### src/rtl/fetch_unit_if.sv
// Fetch-stage bundle: instruction-memory address/data, redirect request, decode stream.
// Latency: none (wires only).
// Backpressure: out_valid/out_ready handshake toward decode; i_mem has none.
//
// Signals:
//   imem_addr      fetch -> i_mem   byte address (registered in the fetch unit)
//   imem_instr     i_mem -> fetch   word at the previous cycle's imem_addr
//   redirect_valid ctrl  -> fetch   taken branch/jump, kill in-flight work
//   redirect_pc    ctrl  -> fetch   redirect target, bits [1:0] ignored
//   out_valid      fetch -> decode  instruction available
//   out_instr      fetch -> decode  instruction word
//   out_pc         fetch -> decode  byte address of out_instr
//   out_ready      decode -> fetch  decode accepts this cycle
interface fetch_unit_if #(
  parameter int ADDR_WIDTH = 10,
  parameter int WORD_SIZE  = 32
);
  logic [ADDR_WIDTH-1:0] imem_addr;
  logic [WORD_SIZE-1:0]  imem_instr;
  logic                  redirect_valid;
  logic [ADDR_WIDTH-1:0] redirect_pc;
  logic                  out_valid;
  logic [WORD_SIZE-1:0]  out_instr;
  logic [ADDR_WIDTH-1:0] out_pc;
  logic                  out_ready;

  // Fetch-unit side.
  modport master (
    output imem_addr, out_valid, out_instr, out_pc,
    input  imem_instr, redirect_valid, redirect_pc, out_ready
  );

  // Environment side (memory, branch unit, decode).
  modport slave (
    input  imem_addr, out_valid, out_instr, out_pc,
    output imem_instr, redirect_valid, redirect_pc, out_ready
  );
endinterface

### src/rtl/fetch_unit.sv
// Instruction fetch: owns the PC, pairs each synchronous i_mem read with its PC.
// Latency: instruction appears one cycle after its address issues; redirect-to-output is 2 cycles.
// Backpressure: out_ready low parks the in-flight word in a 1-entry skid and stops issuing.
//
// Ports:
//   clk  sole clock, rising edge
//   rst  asynchronous active-high reset
//   bus  fetch_unit_if.master: imem_addr/imem_instr, redirect_valid/redirect_pc,
//        out_valid/out_instr/out_pc/out_ready
module fetch_unit #(
  parameter int                    ADDR_WIDTH = 10,
  parameter int                    WORD_SIZE  = 32,
  parameter logic [ADDR_WIDTH-1:0] RESET_PC   = '0
) (
  input  logic         clk,
  input  logic         rst,
  fetch_unit_if.master bus
);

  logic [ADDR_WIDTH-1:0] fetch_pc_q, fetch_pc_d;
  logic                  resp_valid_q, resp_valid_d;
  logic [ADDR_WIDTH-1:0] resp_pc_q, resp_pc_d;
  logic                  skid_valid_q, skid_valid_d;
  logic [WORD_SIZE-1:0]  skid_instr_q, skid_instr_d;
  logic [ADDR_WIDTH-1:0] skid_pc_q, skid_pc_d;

  logic                  issue;
  logic [ADDR_WIDTH-1:0] redirect_tgt;

  // Target is forced word-aligned; the low two bits are deliberately dropped.
  logic                  unused_redirect_lsbs;
  assign unused_redirect_lsbs = ^bus.redirect_pc[1:0];

  always_ff @(posedge clk or posedge rst) begin
    if (rst) begin
      fetch_pc_q   <= RESET_PC;
      resp_valid_q <= 1'b0;
      resp_pc_q    <= '0;
      skid_valid_q <= 1'b0;
      skid_instr_q <= '0;
      skid_pc_q    <= '0;
    end else begin
      fetch_pc_q   <= fetch_pc_d;
      resp_valid_q <= resp_valid_d;
      resp_pc_q    <= resp_pc_d;
      skid_valid_q <= skid_valid_d;
      skid_instr_q <= skid_instr_d;
      skid_pc_q    <= skid_pc_d;
    end
  end

  always_comb begin
    // Only issue when the word coming back next cycle is guaranteed a home:
    // either decode is draining this cycle, or both holding slots are empty.
    issue        = !bus.redirect_valid & (bus.out_ready | (!skid_valid_q & !resp_valid_q));
    redirect_tgt = {bus.redirect_pc[ADDR_WIDTH-1:2], 2'b00};

    fetch_pc_d   = fetch_pc_q;
    resp_valid_d = 1'b0;
    resp_pc_d    = resp_pc_q;
    skid_valid_d = skid_valid_q;
    skid_instr_d = skid_instr_q;
    skid_pc_d    = skid_pc_q;

    if (bus.redirect_valid) begin
      // Drop the in-flight read and any parked word; refetch from the target.
      fetch_pc_d   = redirect_tgt;
      skid_valid_d = 1'b0;
    end else begin
      if (issue) begin
        resp_valid_d = 1'b1;
        resp_pc_d    = fetch_pc_q;
        fetch_pc_d   = fetch_pc_q + ADDR_WIDTH'(4);
      end
      // i_mem data is only valid for one cycle, so a stalled response must be
      // captured now. issue is low in that case, so nothing is overwritten.
      if (resp_valid_q & !skid_valid_q & !bus.out_ready) begin
        skid_valid_d = 1'b1;
        skid_instr_d = bus.imem_instr;
        skid_pc_d    = resp_pc_q;
      end else if (skid_valid_q & bus.out_ready) begin
        skid_valid_d = 1'b0;
      end
    end
  end

  // Outputs depend on registers and imem_instr only; out_ready never steers data.
  assign bus.imem_addr = fetch_pc_q;
  assign bus.out_valid = (skid_valid_q | resp_valid_q) & !bus.redirect_valid;
  assign bus.out_instr = skid_valid_q ? skid_instr_q : bus.imem_instr;
  assign bus.out_pc    = skid_valid_q ? skid_pc_q    : resp_pc_q;

endmodule

### src/flat_wrapper.sv
// flat-port wrapper written by rule: the top's interface ports become plain ports
module fetch_unit_flat 
#(
  parameter int                    ADDR_WIDTH = 10,
  parameter int                    WORD_SIZE  = 32,
  parameter logic [ADDR_WIDTH-1:0] RESET_PC   = '0
)
  (clk, rst, bus_imem_addr, bus_out_valid, bus_out_instr, bus_out_pc, bus_imem_instr, bus_redirect_valid, bus_redirect_pc, bus_out_ready);
  fetch_unit_if #(.ADDR_WIDTH(ADDR_WIDTH), .WORD_SIZE(WORD_SIZE)) bus_i ();
  input  logic clk;
  input  logic rst;
  output wire logic [$bits(bus_i.imem_addr)-1:0] bus_imem_addr;
  output wire logic [$bits(bus_i.out_valid)-1:0] bus_out_valid;
  output wire logic [$bits(bus_i.out_instr)-1:0] bus_out_instr;
  output wire logic [$bits(bus_i.out_pc)-1:0] bus_out_pc;
  input wire logic [$bits(bus_i.imem_instr)-1:0] bus_imem_instr;
  input wire logic [$bits(bus_i.redirect_valid)-1:0] bus_redirect_valid;
  input wire logic [$bits(bus_i.redirect_pc)-1:0] bus_redirect_pc;
  input wire logic [$bits(bus_i.out_ready)-1:0] bus_out_ready;
  assign bus_imem_addr = bus_i.imem_addr;
  assign bus_out_valid = bus_i.out_valid;
  assign bus_out_instr = bus_i.out_instr;
  assign bus_out_pc = bus_i.out_pc;
  assign bus_i.imem_instr = bus_imem_instr;
  assign bus_i.redirect_valid = bus_redirect_valid;
  assign bus_i.redirect_pc = bus_redirect_pc;
  assign bus_i.out_ready = bus_out_ready;
  fetch_unit #(.ADDR_WIDTH(ADDR_WIDTH), .WORD_SIZE(WORD_SIZE), .RESET_PC(RESET_PC)) u_core (.clk(clk), .rst(rst), .bus(bus_i));
endmodule
### config.mk
export PLATFORM = sky130hd
export DESIGN_NAME = fetch_unit_flat
export DESIGN_NICKNAME = d
export VERILOG_FILES = /design/src/rtl/fetch_unit_if.sv /design/src/rtl/fetch_unit.sv /design/src/flat_wrapper.sv
export SDC_FILE = /design/constraint.sdc
export NUM_CORES = 1
export LEC_CHECK = 0
export CAP_MARGIN = 5
export CORE_UTILIZATION = 36
export DETAILED_ROUTE_END_ITERATION = 6
export DONT_BUFFER_PORTS = 1
export SLEW_MARGIN = 20
export SYNTH_ARGS = -nofsm -noshare
export SYNTH_HDL_FRONTEND = slang
export SYNTH_SLANG_ARGS = --single-unit
### constraint.sdc
create_clock -name clk -period 3.3 [get_ports clk]
set_clock_uncertainty 0.1 [all_clocks]
set_input_delay 0.495 -clock clk [delete_from_list [all_inputs] [get_ports clk]]
set_output_delay 0.495 -clock clk [all_outputs]
set_load 0.05 [all_outputs]
==> report_table.html, run 1 <==
<table>
<tr><th>Metric</th><th>Value</th></tr>
<tr><th colspan="2">STA</th></tr>
<tr><td>Hold slack final</td><td>-0.000988 ns</td></tr>
<tr><td>RSZ-0062 raised after global routing</td><td>no</td></tr>
<tr><td>Slew of the pin with the lowest slew margin</td><td>0.911 ns</td></tr>
<tr><td>Slew headroom</td><td>39.0%</td></tr>
<tr><td>Setup Total Neg Slack</td><td>0 ns</td></tr>
<tr><td>Number of max-slew violations in the final report</td><td>0</td></tr>
<tr><td>Minimum clock period after layout</td><td>2.64 ns</td></tr>
<tr><td>Setup violation total in the final timing report</td><td>0</td></tr>
<tr><td>Final Worst Setup Slack</td><td>0.660 ns</td></tr>
<tr><td>Final hold violation count</td><td>1</td></tr>
<tr><td>Final clock period utilization by the worst path</td><td>80.0%</td></tr>
<tr><td>Fmax</td><td>379 MHz</td></tr>
<tr><th colspan="2">Placement</th></tr>
<tr><td>Post-Place Worst Slack</td><td>0.988 ns</td></tr>
<tr><td>Number of buffer cells added on primary ports</td><td>0</td></tr>
<tr><td>Routability congestion estimate from global placement</td><td>0.739</td></tr>
<tr><td>Final HPWL from detailed placement</td><td>around 3.5 mm</td></tr>
<tr><th colspan="2">Detailed routing</th></tr>
<tr><td>Antenna Violating Nets Remaining</td><td>0</td></tr>
<tr><td>Routed wire per std cell</td><td>around 17 um</td></tr>
<tr><td>Met2 WL</td><td>about 2.3 mm</td></tr>
<tr><td>DRT iter0 DRCs</td><td>30</td></tr>
<tr><td>Vias per std cell</td><td>5.13</td></tr>
<tr><td>Met1 wire length</td><td>2.35 mm</td></tr>
<tr><td>First-pass detailed-route iteration total</td><td>4</td></tr>
<tr><td>Via Count</td><td>1637</td></tr>
<tr><td>Routed wl met3</td><td>slightly below 600 um</td></tr>
<tr><td>Top layer in use</td><td>met4</td></tr>
<tr><td>DRC viols</td><td>0</td></tr>
<tr><td>DRT Wirelength</td><td>5.27 mm</td></tr>
<tr><th colspan="2">Cells and area</th></tr>
<tr><td>Total of fill cells in the finished design</td><td>about 750</td></tr>
<tr><td>ANT cells</td><td>0</td></tr>
<tr><td>Number of nets in the finished design</td><td>259</td></tr>
<tr><td>Relative area change from synthesis to final layout</td><td>8.42%</td></tr>
<tr><td>Share of final-layout standard cells stronger than drive strength 1</td><td>roughly 51%</td></tr>
<tr><th colspan="2">Pwr</th></tr>
<tr><td>Leakage power figure</td><td>1.26 nW</td></tr>
<tr><td>Power per unit of standard cell area</td><td>717 mW/mm^2</td></tr>
<tr><td>Max VDD drop</td><td>0.000336 V</td></tr>
<tr><td>Sum of internal, switching and leakage power</td><td>about 2.3 mW</td></tr>
<tr><th colspan="2">Setup path</th></tr>
<tr><td>Signal arrival time at the worst endpoint</td><td>2.05 ns</td></tr>
<tr><td>Start point of the critical path</td><td>u_core.skid_valid_q</td></tr>
<tr><td>Nature of the critical path startpoint</td><td>register</td></tr>
<tr><td>Critical-path maximum fanout</td><td>28</td></tr>
<tr><td>Start of the worst register-to-register path</td><td>u_core.bus.imem_addr[2]</td></tr>
<tr><td>CP Class</td><td>reg -&gt; out</td></tr>
<tr><td>Required time of the critical path</td><td>roughly 2.7 ns</td></tr>
<tr><td>Endpoint type of the worst setup path</td><td>primary output</td></tr>
<tr><th colspan="2">Yosys</th></tr>
<tr><td>Area share of the leading cell type in the synthesized netlist</td><td>50.1%</td></tr>
<tr><td>Proportion of synthesized flip-flops having asynchronous set or reset</td><td>between 90% and 100%</td></tr>
<tr><td>Post-synthesis cell type count</td><td>34</td></tr>
<tr><td>Share of the yosys chip area belonging to registers</td><td>approximately 50%</td></tr>
<tr><td>Main area contributors after synthesis</td><td>sky130_fd_sc_hd__dfrtp_1 (50%), sky130_fd_sc_hd__mux2_2 (34%), sky130_fd_sc_hd__buf_6 (2.7%), sky130_fd_sc_hd__buf_4 (1.0%), sky130_fd_sc_hd__mux2_1 (0.78%)</td></tr>
<tr><td>Yosys Warn Count</td><td>0</td></tr>
<tr><td>Cell type with the largest total area after synthesis</td><td>sky130_fd_sc_hd__dfrtp_1</td></tr>
<tr><td>Most used flip-flop cell after synthesis</td><td>sky130_fd_sc_hd__dfrtp_1</td></tr>
<tr><td>Flop and latch count out of synthesis</td><td>58</td></tr>
<tr><td>Cell with the most instances after synthesis</td><td>sky130_fd_sc_hd__mux2_2</td></tr>
<tr><td>Number of synthesized flops with an enable pin</td><td>0</td></tr>
<tr><td>List of most frequent post-synthesis cells</td><td>sky130_fd_sc_hd__mux2_2 (88), sky130_fd_sc_hd__dfrtp_1 (58), sky130_fd_sc_hd__buf_6 (7), sky130_fd_sc_hd__nor2_1 (6), sky130_fd_sc_hd__clkbuf_1 (5)</td></tr>
<tr><td>Synthesized instance count</td><td>210</td></tr>
<tr><td>Synthesized area per cell</td><td>13.8 um^2</td></tr>
<tr><td>Cell area after technology mapping</td><td>just under 0.003 mm^2</td></tr>
<tr><th colspan="2">Global routing</th></tr>
<tr><td>Global route total overflow</td><td>0</td></tr>
<tr><td>Global-route wire length before repair</td><td>8.53 mm</td></tr>
<tr><td>Antenna violations before repair</td><td>0</td></tr>
<tr><td>Global router's overall resource usage</td><td>13.4%</td></tr>
<tr><td>Maximum number of pins on one net before global-route repair</td><td>59</td></tr>
<tr><td>Vias in the first global route</td><td>1657</td></tr>
<tr><th colspan="2">Die</th></tr>
<tr><td>Boundary pin count</td><td>99</td></tr>
<tr><td>Row cnt</td><td>32</td></tr>
<tr><td>Core region area</td><td>0.00777 mm^2</td></tr>
<tr><td>Overall die area</td><td>around 0.0084 mm^2</td></tr>
<tr><td>Floorplan die height</td><td>91.7 um</td></tr>
<tr><td>Effective utilization at floorplan</td><td>37.3%</td></tr>
<tr><td>Width of the chip</td><td>91.7 um</td></tr>
<tr><th colspan="2">Clock network</th></tr>
<tr><td>Number of clock sinks seen by CTS</td><td>a little under 60</td></tr>
<tr><td>Later-pin clock latency in the skew report</td><td>0.33 ns</td></tr>
<tr><td>CTS buffer count</td><td>9</td></tr>
<tr><td>Clock transition at path regs</td><td>0.06 ns</td></tr>
<tr><td>Cell at the root of the clock tree</td><td>sky130_fd_sc_hd__clkbuf_8</td></tr>
<tr><td>TritonCTS clock tree</td><td>done</td></tr>
<tr><td>Hold-fix buffers, CTS</td><td>0</td></tr>
<tr><td># resized after CTS</td><td>0</td></tr>
<tr><td>Number of buffers between clock root and the deepest sink</td><td>2</td></tr>
<tr><td>Htree depth</td><td>3</td></tr>
<tr><td>Setup fix buffers added after clock tree synthesis</td><td>0</td></tr>
<tr><th colspan="2">Hold path</th></tr>
<tr><td>Hold Path Class</td><td>in -&gt; async</td></tr>
<tr><th colspan="2">Run status</th></tr>
<tr><td>Violated checks</td><td>hold timing</td></tr>
<tr><td>Status</td><td>finished with violations</td></tr>
<tr><th colspan="2">Run</th></tr>
<tr><td>MaxCap Viol Count</td><td>0</td></tr>
</table>
per-layer routing:
layer	global-route usage, %	vias to the layer above
met3	8.21	4
met5	0	-
li1	-	769
met1	16.4	787
met2	19.7	77
met4	4.17	0
flip-flops by register name, summed over array words and instances, names as in the netlist:
| signal | flops |
|---|---|
| u_core.skid_pc_q | 8 |
| u_core.skid_instr_q | 32 |
| u_core.resp_pc_q | 8 |
| u_core.bus.imem_addr | 8 |
| u_core.skid_valid_q | 1 |
| u_core.resp_valid_q | 1 |
placed cells by master, fill, tap and decap left out, drive strengths merged:
cell type and instances:
a211o 1, a21oi 1, a221o 1, a22oi 1, a31oi 2, buf 4, bufinv 1, clkbuf 13
clkinv 2, conb 4, dfrtp 58, ha 1, inv 3, mux2 90, nand2 3, nand2b 1
nand3 4, nand3b 1, nand4 1, nor2 7, nor2b 1, nor3b 1, nor4 1, nor4b 2
o211ai 1, o21ai 2, o21ba 1, o21bai 1, o2bb2ai 1, o31ai 2, or2 1, or4 3
xnor2 1
final timing paths:
check,endpoint,slack [ns],cells past startpoint
max,bus_out_valid,0.66,2
min,u_core.skid_instr_q[7],-0.001,2
max reg2reg,u_core.bus.imem_addr[8],1.31,4
min reg2reg,u_core.skid_instr_q[23],0.38,1
max in group asynchronous,u_core.skid_valid_q,2.84,2
min in group clk,u_core.resp_valid_q,0.17,1
through the flow:
step / util (%) / std cells / instance area [um^2] / hold slack (ns)
CTS: 40.4 / 319 / 3140 / 0.00329
finish: 40.4 / 319 / 3140 / -0.000988
detailed placement: 38.0 / 303 / 2950 / 0.367
global route: 40.4 / 319 / 3140 / 0.00740
floorplan: - / 213 / 2910 / 0.352
global placement: 38.0 / 303 / 2950 / 0.365
final cells by class:
type / instances / area [um^2] / area share, %
clock buffers: 13 / 149 / 4.74
clock inverters: 3 / 40.0 / 1.27
inverters: 3 / 11.3 / 0.359
multi-input cells: 136 / 1320 / 42.0
flip-flops and latches: 58 / 1450 / 46.3
well taps: 102 / 128 / 4.06
repair buffers: 4 / 42.5 / 1.35
critical path, stage by stage (launching register included):
cell and delay (ns):
sky130_fd_sc_hd__dfrtp_2 0.81, sky130_fd_sc_hd__nor2_1 0.17, sky130_fd_sc_hd__nor2_1 0.73
kinds of logic (layout without fill, tap and decap cells):
kind of cell	after synthesis	count (layout)	synth area share [%]
AOI/OAI and AO/OA	14	14	3.54
xor gates and xnor gates	1	1	0.302
adders and majority gates	1	1	0.432
buffers and inverters	19	23	4.80
DFF	58	58	50.1
muxes	90	90	35.0
other	1	4	0.129
and+or+nand+nor	26	26	5.70
power by group:
group | leakage, nW | internal [mW] | switching [mW] | total, mW
Clock | 0.0974 | 0.368 | 0.259 | 0.627
Sequential | 0.687 | 0.886 | 0.161 | 1.05
Combinational | 0.477 | 0.213 | 0.364 | 0.577
Total | 1.26 | 1.47 | 0.784 | 2.25
Power figures use the tool's default switching activity.
==> run 2: changes to the inputs <==
==> constraint.sdc (replaced) <==
create_clock -name clk -period 2.35 [get_ports clk]
set_clock_uncertainty 0.1 [all_clocks]
set_input_delay 0.3525 -clock clk [delete_from_list [all_inputs] [get_ports clk]]
set_output_delay 0.3525 -clock clk [all_outputs]
set_load 0.05 [all_outputs]
==> run 2 against run 1 <==
  * The flow now finishes without violations
  * Non-clock buffer count is 8 higher
  * Global-route usage rose by 0.35 points
  * Final cell count increased by 2.2%
  * First-iteration DRC count rose by 13%
  * Critical endpoint is now bus_out_pc[2]
  * Highest routed layer unchanged
==> report_table.html, run 2 (synthesis results as in run 1) <==
<table>
<tr><th>Metric</th><th>Value</th></tr>
<tr><th colspan="2">Run status</th></tr>
<tr><td>Status</td><td>finished, final reports clean</td></tr>
<tr><th colspan="2">Die</th></tr>
<tr><td>Row cnt</td><td>32 (unchanged)</td></tr>
<tr><td>Boundary pin count</td><td>99 (unchanged)</td></tr>
<tr><td>Overall die area</td><td>0.00841 mm^2 (unchanged)</td></tr>
<tr><td>Floorplan die height</td><td>91.7 um (unchanged)</td></tr>
<tr><td>Width of the chip</td><td>91.7 um (unchanged)</td></tr>
<tr><td>Core region area</td><td>0.00777 mm^2 (unchanged)</td></tr>
<tr><td>Effective utilization at floorplan</td><td>37.3% (unchanged)</td></tr>
<tr><th colspan="2">Clock network</th></tr>
<tr><td>Cell at the root of the clock tree</td><td>sky130_fd_sc_hd__clkbuf_8</td></tr>
<tr><td>Htree depth</td><td>3 (unchanged)</td></tr>
<tr><td>TritonCTS clock tree</td><td>done</td></tr>
<tr><td>Number of clock sinks seen by CTS</td><td>58 (unchanged)</td></tr>
<tr><td>Number of buffers between clock root and the deepest sink</td><td>2 (unchanged)</td></tr>
<tr><td>Clock transition at path regs</td><td>0.06 ns (about the same)</td></tr>
<tr><td>CTS buffer count</td><td>9 (unchanged)</td></tr>
<tr><td>Later-pin clock latency in the skew report</td><td>0.33 ns (about the same)</td></tr>
<tr><th colspan="2">Global routing</th></tr>
<tr><td>Global router's overall resource usage</td><td>13.8% (+0.35 points)</td></tr>
<tr><td>Maximum number of pins on one net before global-route repair</td><td>34 (-42%)</td></tr>
<tr><td>Antenna violations before repair</td><td>0 (unchanged)</td></tr>
<tr><td>Global route total overflow</td><td>0 (unchanged)</td></tr>
<tr><td>Vias in the first global route</td><td>1736 (+4.8%)</td></tr>
<tr><td>Global-route wire length before repair</td><td>8.83 mm (+3.6%)</td></tr>
<tr><th colspan="2">Cells and area</th></tr>
<tr><td>Most common cell after layout, fill and taps aside</td><td>sky130_fd_sc_hd__mux2_2</td></tr>
<tr><td>Relative area change from synthesis to final layout</td><td>11.1%</td></tr>
<tr><td>Top library cells by usage in the layout, fill and taps aside</td><td>sky130_fd_sc_hd__mux2_2 (88), sky130_fd_sc_hd__dfrtp_1 (57), sky130_fd_sc_hd__clkbuf_8 (10)</td></tr>
<tr><td>Largest register by flop count</td><td>u_core.skid_instr_q</td></tr>
<tr><td>Share of final-layout standard cells stronger than drive strength 1</td><td>53.6% (+2.4 points)</td></tr>
<tr><td>ANT cells</td><td>0 (unchanged)</td></tr>
<tr><td>Number of nets in the finished design</td><td>267 (+3.1%)</td></tr>
<tr><td>Max FFs per register</td><td>32 (unchanged)</td></tr>
<tr><th colspan="2">STA</th></tr>
<tr><td>Final clock period utilization by the worst path</td><td>~93%</td></tr>
<tr><td>Slew of the pin with the lowest slew margin</td><td>0.569 ns (-0.342 ns)</td></tr>
<tr><td>Fmax</td><td>457 MHz</td></tr>
<tr><td>Final Worst Setup Slack</td><td>0.162 ns (-0.498 ns)</td></tr>
<tr><td>Setup violation total in the final timing report</td><td>0 (unchanged)</td></tr>
<tr><td>Slew headroom</td><td>62.0% (+23 points)</td></tr>
<tr><td>Final hold violation count</td><td>0 (-1)</td></tr>
<tr><td>Number of max-slew violations in the final report</td><td>0 (unchanged)</td></tr>
<tr><td>Setup Total Neg Slack</td><td>0 ns (unchanged)</td></tr>
<tr><td>Minimum clock period after layout</td><td>2.19 ns</td></tr>
<tr><td>RSZ-0062 raised after global routing</td><td>no</td></tr>
<tr><th colspan="2">Setup path</th></tr>
<tr><td>Endpoint type of the worst setup path</td><td>primary output</td></tr>
<tr><td>CP Class</td><td>reg -&gt; out</td></tr>
<tr><td>Required time of the critical path</td><td>1.90 ns (-0.80 ns)</td></tr>
<tr><td>Nature of the critical path startpoint</td><td>register</td></tr>
<tr><td>Signal arrival time at the worst endpoint</td><td>1.74 ns (-0.31 ns)</td></tr>
<tr><td>Critical-path maximum fanout</td><td>29 (+3.6%)</td></tr>
<tr><th colspan="2">Detailed routing</th></tr>
<tr><td>Antenna Violating Nets Remaining</td><td>0 (unchanged)</td></tr>
<tr><td>DRT iter0 DRCs</td><td>34 (+13%)</td></tr>
<tr><td>DRT Wirelength</td><td>5.52 mm (+4.6%)</td></tr>
<tr><td>DRC viols</td><td>0 (unchanged)</td></tr>
<tr><td>Routed wire per std cell</td><td>16.9 um (+2.3%)</td></tr>
<tr><td>Via Count</td><td>1715 (+4.8%)</td></tr>
<tr><td>Vias per std cell</td><td>5.26 (+2.5%)</td></tr>
<tr><td>First-pass detailed-route iteration total</td><td>4 (unchanged)</td></tr>
<tr><th colspan="2">Pwr</th></tr>
<tr><td>Max VDD drop</td><td>0.000437 V (+30%)</td></tr>
<tr><td>Power per unit of standard cell area</td><td>999 mW/mm^2 (+39%)</td></tr>
<tr><td>Leakage power figure</td><td>1.30 nW (+3.0%)</td></tr>
<tr><th colspan="2">Placement</th></tr>
<tr><td>Routability congestion estimate from global placement</td><td>0.727 (-1.6%)</td></tr>
<tr><td>Final HPWL from detailed placement</td><td>3.84 mm (+8.2%)</td></tr>
<tr><td>Number of buffer cells added on primary ports</td><td>0 (unchanged)</td></tr>
<tr><td>Post-Place Worst Slack</td><td>0.494 ns (-0.494 ns)</td></tr>
<tr><th colspan="2">Hold path</th></tr>
<tr><td>Hold Path Class</td><td>in -&gt; reg</td></tr>
<tr><th colspan="2">Run</th></tr>
<tr><td>MaxCap Viol Count</td><td>0 (unchanged)</td></tr>
</table>
==> run 2: cell type report <==
type                            instances  area [um^2]
Clock buffer                           10          138
Clock inverter                          5         55.1
Fill cell                             747         4550
Inverter                                3         11.3
Multi-Input combinational cell        136         1320
Sequential cell                        58         1450
Tap cell                              102          128
Timing Repair Buffer                   12          118
==> run 2: worst max-delay path, stage by stage (launching register included) <==
cell,delay [ns]
sky130_fd_sc_hd__dfrtp_2,0.64
sky130_fd_sc_hd__buf_12,0.26
sky130_fd_sc_hd__mux2_2,0.49
==> run 2: worst paths after layout <==
path,startpoint,to,slack (ns),cells after the start
worst min register to register,u_core.skid_instr_q[22],u_core.skid_instr_q[22],0.39,1
worst max-delay path,u_core.skid_valid_q,bus_out_pc[2],0.16,2
max in group asynchronous,rst,u_core.skid_valid_q,1.12,3
min in group asynchronous,rst,u_core.skid_instr_q[7],0.44,2
worst max register to register,u_core.skid_valid_q,u_core.resp_pc_q[5],0.54,3
worst min-delay path,bus_redirect_valid,u_core.resp_valid_q,0.04,1
==> run 2: repair_timing <==
action                                  4_1_cts  5_1_grt
endpoints found under the setup margin        0        0
endpoints found under the hold margin        25        0
hold buffers                                  1        0
buffers inserted                              0        0
resized for setup                             0        0
==> run 2: where the power goes <==
group          switching (mW)  internal, mW  total [mW]
combinational           0.599         0.325       0.924
sequential              0.146          1.24        1.39
clock                   0.394         0.508       0.902
==> run 2: metrics by stage <==
step	util (%)	instance area, um^2	cells	hold WS [ns]	power [mW]
6_report	41.4	3220	326	0.0355	3.22
5_1_grt	41.4	3220	326	0.0127	3.38
4_1_cts	41.4	3220	326	0.0150	3.26
3_5_place_dp	38.8	3020	310	0.236	2.35
3_3_place_gp	38.8	3020	310	0.235	2.32
2_1_floorplan	-	2910	213	0.352	2.22
==> run 2: per-layer routing <==
metal	track usage, %	part of all wire [%]
met5	0	0
met4	6.64	1.6
met3	5.31	9.4
met2	22.3	46
met1	16.0	43
==> run 3: changes to the inputs <==
==> constraint.sdc (replaced) <==
create_clock -name clk -period 2.25 [get_ports clk]
set_clock_uncertainty 0.1 [all_clocks]
set_input_delay 0.3375 -clock clk [delete_from_list [all_inputs] [get_ports clk]]
set_output_delay 0.3375 -clock clk [all_outputs]
set_load 0.05 [all_outputs]
==> run 3 against run 2 <==
  * Design area grew 0.19%
  * Clock-buffer cell count grew 3
  * Global-route usage fell by 0.14 points
  * Final cell count rose by 0.31%
  * Wire length is 1.3% higher
  * Largest cell class unchanged
==> report_table.html, run 3 (synthesis results as in run 1) <==
<table>
<tr><th>Metric</th><th>Value</th></tr>
<tr><th colspan="2">Pwr</th></tr>
<tr><td>Internal power summed over all cells</td><td>2.15 mW (+3.5%)</td></tr>
<tr><td>Max VDD drop</td><td>0.000373 V (-15%)</td></tr>
<tr><td>Sum of internal, switching and leakage power</td><td>3.32 mW (+3.1%)</td></tr>
<tr><td>Net switching power</td><td>1.16 mW (+2.2%)</td></tr>
<tr><td>Power per unit of standard cell area</td><td>1030 mW/mm^2 (+2.9%)</td></tr>
<tr><td>Clock power frac</td><td>26.9% (-1.1 points)</td></tr>
<tr><td>Part of the total power dissipated in sequential elements</td><td>43.9% (+0.7 points)</td></tr>
<tr><td>Switch share</td><td>35.1% (-0.29 points)</td></tr>
<tr><td>Leakage power figure</td><td>1.31 nW (+0.87%)</td></tr>
<tr><td>Combinational share of power</td><td>29.2% (+0.5 points)</td></tr>
<tr><th colspan="2">Detailed routing</th></tr>
<tr><td>Antenna Violating Nets Remaining</td><td>0 (unchanged)</td></tr>
<tr><td>Vias per std cell</td><td>5.24 (-0.42%)</td></tr>
<tr><td>Via Count</td><td>1713 (-0.12%)</td></tr>
<tr><td>DRT iter0 DRCs</td><td>21 (-38%)</td></tr>
<tr><td>DRT Wirelength</td><td>5.59 mm (+1.3%)</td></tr>
<tr><td>Routed wire per std cell</td><td>17.1 um (+1.0%)</td></tr>
<tr><td>First-pass detailed-route iteration total</td><td>3 (-1)</td></tr>
<tr><td>DRC viols</td><td>0 (unchanged)</td></tr>
<tr><th colspan="2">Clock network</th></tr>
<tr><td>Cell at the root of the clock tree</td><td>sky130_fd_sc_hd__clkbuf_8</td></tr>
<tr><td>Setup fix buffers added after clock tree synthesis</td><td>0 (unchanged)</td></tr>
<tr><td>Number of clock sinks seen by CTS</td><td>58 (unchanged)</td></tr>
<tr><td>TritonCTS clock tree</td><td>done</td></tr>
<tr><td>Htree depth</td><td>3 (unchanged)</td></tr>
<tr><td># resized after CTS</td><td>0 (unchanged)</td></tr>
<tr><td>Number of buffers between clock root and the deepest sink</td><td>2 (unchanged)</td></tr>
<tr><td>Hold-fix buffers, CTS</td><td>1 (unchanged)</td></tr>
<tr><td>Later-pin clock latency in the skew report</td><td>0.33 ns (about the same)</td></tr>
<tr><td>Clock transition at path regs</td><td>0.07 ns (about the same)</td></tr>
<tr><td>CTS buffer count</td><td>9 (unchanged)</td></tr>
<tr><th colspan="2">Die</th></tr>
<tr><td>Boundary pin count</td><td>99 (unchanged)</td></tr>
<tr><td>Overall die area</td><td>0.00841 mm^2 (unchanged)</td></tr>
<tr><td>Core region area</td><td>0.00777 mm^2 (unchanged)</td></tr>
<tr><td>Row cnt</td><td>32 (unchanged)</td></tr>
<tr><td>Floorplan die height</td><td>91.7 um (unchanged)</td></tr>
<tr><td>Effective utilization at floorplan</td><td>37.3% (unchanged)</td></tr>
<tr><td>Width of the chip</td><td>91.7 um (unchanged)</td></tr>
<tr><th colspan="2">Setup path</th></tr>
<tr><td>R2R Setup Slk</td><td>0.48 ns (-0.06 ns)</td></tr>
<tr><td>R2R depth</td><td>3 (unchanged)</td></tr>
<tr><td>Critical-path maximum fanout</td><td>33 (+14%)</td></tr>
<tr><td>Endpoint type of the worst setup path</td><td>primary output</td></tr>
<tr><td>Required time of the critical path</td><td>1.81 ns (-0.09 ns)</td></tr>
<tr><td>Start of the worst register-to-register path</td><td>u_core.skid_valid_q</td></tr>
<tr><td>Capture instance of the worst register-to-register path</td><td>u_core.resp_pc_q[3]</td></tr>
<tr><td>Nature of the critical path startpoint</td><td>register</td></tr>
<tr><td>CP Class</td><td>reg -&gt; out</td></tr>
<tr><td>Signal arrival time at the worst endpoint</td><td>1.68 ns (-0.06 ns)</td></tr>
<tr><th colspan="2">Placement</th></tr>
<tr><td>Placed Instances</td><td>310 (unchanged)</td></tr>
<tr><td>Number of buffer cells added on primary ports</td><td>0 (unchanged)</td></tr>
<tr><td>Post-Place Worst Slack</td><td>0.468 ns (-0.0252 ns)</td></tr>
<tr><td>Routability congestion estimate from global placement</td><td>0.720 (-0.94%)</td></tr>
<tr><td>Final HPWL from detailed placement</td><td>3.87 mm (+0.69%)</td></tr>
<tr><th colspan="2">STA</th></tr>
<tr><td>Fmax</td><td>472 MHz</td></tr>
<tr><td>Final clock period utilization by the worst path</td><td>94.2%</td></tr>
<tr><td>Slew headroom</td><td>61.8% (-0.16 points)</td></tr>
<tr><td>Setup Total Neg Slack</td><td>0 ns (unchanged)</td></tr>
<tr><td>Minimum clock period after layout</td><td>2.12 ns</td></tr>
<tr><td>Final Worst Setup Slack</td><td>0.132 ns (-0.0306 ns)</td></tr>
<tr><td>Number of max-slew violations in the final report</td><td>0 (unchanged)</td></tr>
<tr><td>Slew of the pin with the lowest slew margin</td><td>0.572 ns (+0.00244 ns)</td></tr>
<tr><td>RSZ-0062 raised after global routing</td><td>no</td></tr>
<tr><td>Final hold violation count</td><td>0 (unchanged)</td></tr>
<tr><td>Setup violation total in the final timing report</td><td>0 (unchanged)</td></tr>
<tr><th colspan="2">Global routing</th></tr>
<tr><td>Vias in the first global route</td><td>1731 (-0.29%)</td></tr>
<tr><td>Global-route wire length before repair</td><td>8.69 mm (-1.6%)</td></tr>
<tr><td>Global router's overall resource usage</td><td>13.6% (-0.14 points)</td></tr>
<tr><td>Antenna violations before repair</td><td>0 (unchanged)</td></tr>
<tr><td>Global route total overflow</td><td>0 (unchanged)</td></tr>
<tr><td>Maximum number of pins on one net before global-route repair</td><td>34 (unchanged)</td></tr>
<tr><th colspan="2">Cells and area</th></tr>
<tr><td>Number of nets in the finished design</td><td>268 (+0.37%)</td></tr>
<tr><td>Share of final-layout standard cells stronger than drive strength 1</td><td>53.3% (-0.24 points)</td></tr>
<tr><td>Relative area change from synthesis to final layout</td><td>11.4%</td></tr>
<tr><td>Max FFs per register</td><td>32 (unchanged)</td></tr>
<tr><td>ANT cells</td><td>0 (unchanged)</td></tr>
<tr><td>Largest register by flop count</td><td>u_core.skid_instr_q</td></tr>
<tr><td>Most common cell after layout, fill and taps aside</td><td>sky130_fd_sc_hd__mux2_2</td></tr>
<tr><td>Fraction of the core area covered by cells at the end of the flow</td><td>41.5% (+0.081 points)</td></tr>
<tr><td>Non-filler cells in the finished layout</td><td>327 (+0.31%)</td></tr>
<tr><td>Top library cells by usage in the layout, fill and taps aside</td><td>sky130_fd_sc_hd__mux2_2 (88), sky130_fd_sc_hd__dfrtp_1 (57), sky130_fd_sc_hd__clkbuf_8 (13)</td></tr>
<tr><th colspan="2">Hold path</th></tr>
<tr><td>Hold path start</td><td>bus_redirect_valid</td></tr>
<tr><td>Hold Path End</td><td>u_core.resp_valid_q</td></tr>
<tr><td>Hold Path Class</td><td>in -&gt; reg</td></tr>
<tr><td>Worst hold path depth</td><td>1 (unchanged)</td></tr>
<tr><th colspan="2">Run status</th></tr>
<tr><td>Status</td><td>finished, final reports clean</td></tr>
<tr><th colspan="2">Run</th></tr>
<tr><td>MaxCap Viol Count</td><td>0 (unchanged)</td></tr>
</table>
run 3: changes by cell type in the layout (fill, tap and decap cells not counted):
cell / change
sky130_fd_sc_hd__clkbuf_8: +3
sky130_fd_sc_hd__clkinvlp_4: -2
sky130_fd_sc_hd__bufinv_16: -1
sky130_fd_sc_hd__dlygate4sd3_1: +1
run 3: metal layers:
metal / routed length (um) / part of all wire [%] / vias to the layer above / GRT usage [%]
met3: 521 / 9.3 / 7 / 5.72
met5: 0 / 0 / - / 0
met1: 2410 / 43 / 857 / 16.1
li1: - / - / 777 / -
met4: 73 / 1.3 / 0 / 6.38
met2: 2590 / 46 / 72 / 21.5
run 3: cell type report:
class                           instances  area, um^2
Sequential cell                        58        1450
Tap cell                              102         128
Multi-Input combinational cell        136        1320
Fill cell                             763        4540
Clock inverter                          2        10.0
Inverter                                3        11.3
Timing Repair Buffer                   13         128
Clock buffer                           13         179
run 3: worst max-delay path by stage:
stage	startpoint	slack, ns	endpoint	depth (start not counted)
2_1_floorplan	rst	0.38	u_core.bus.imem_addr[2]	1
3_3_place_gp	u_core.skid_valid_q	0.47	bus_out_instr[30]	2
3_5_place_dp	u_core.skid_valid_q	0.47	bus_out_pc[2]	2
4_1_cts	u_core.skid_valid_q	0.1	bus_out_pc[2]	2
5_1_grt	u_core.skid_valid_q	0.06	bus_out_pc[2]	2
6_report	u_core.skid_valid_q	0.13	bus_out_pc[2]	2
run 3: critical path: stages, from the launching register on:
cell and delay, ns:
sky130_fd_sc_hd__dfrtp_2 0.58, sky130_fd_sc_hd__buf_12 0.25, sky130_fd_sc_hd__mux2_2 0.49
run 3: per-stage QoR:
step / area (um^2) / hold WS [ns]
5_1_grt: 3230 / 0.00577
2_1_floorplan: 2910 / 0.352
3_3_place_gp: 3020 / 0.219
4_1_cts: 3220 / 0.000168
3_5_place_dp: 3020 / 0.216
6_report: 3230 / 0.0197
run 3: power groups by stage:
stage / clock (mW) / combinational [mW] / sequential, mW
global route: 0.974 / 1.02 / 1.49
CTS: 0.932 / 0.979 / 1.46
detailed placement: 0 / 0.976 / 1.48
global placement: 0 / 0.962 / 1.46
floorplan: 0 / 0.820 / 1.50
finish: 0.893 / 0.967 / 1.45
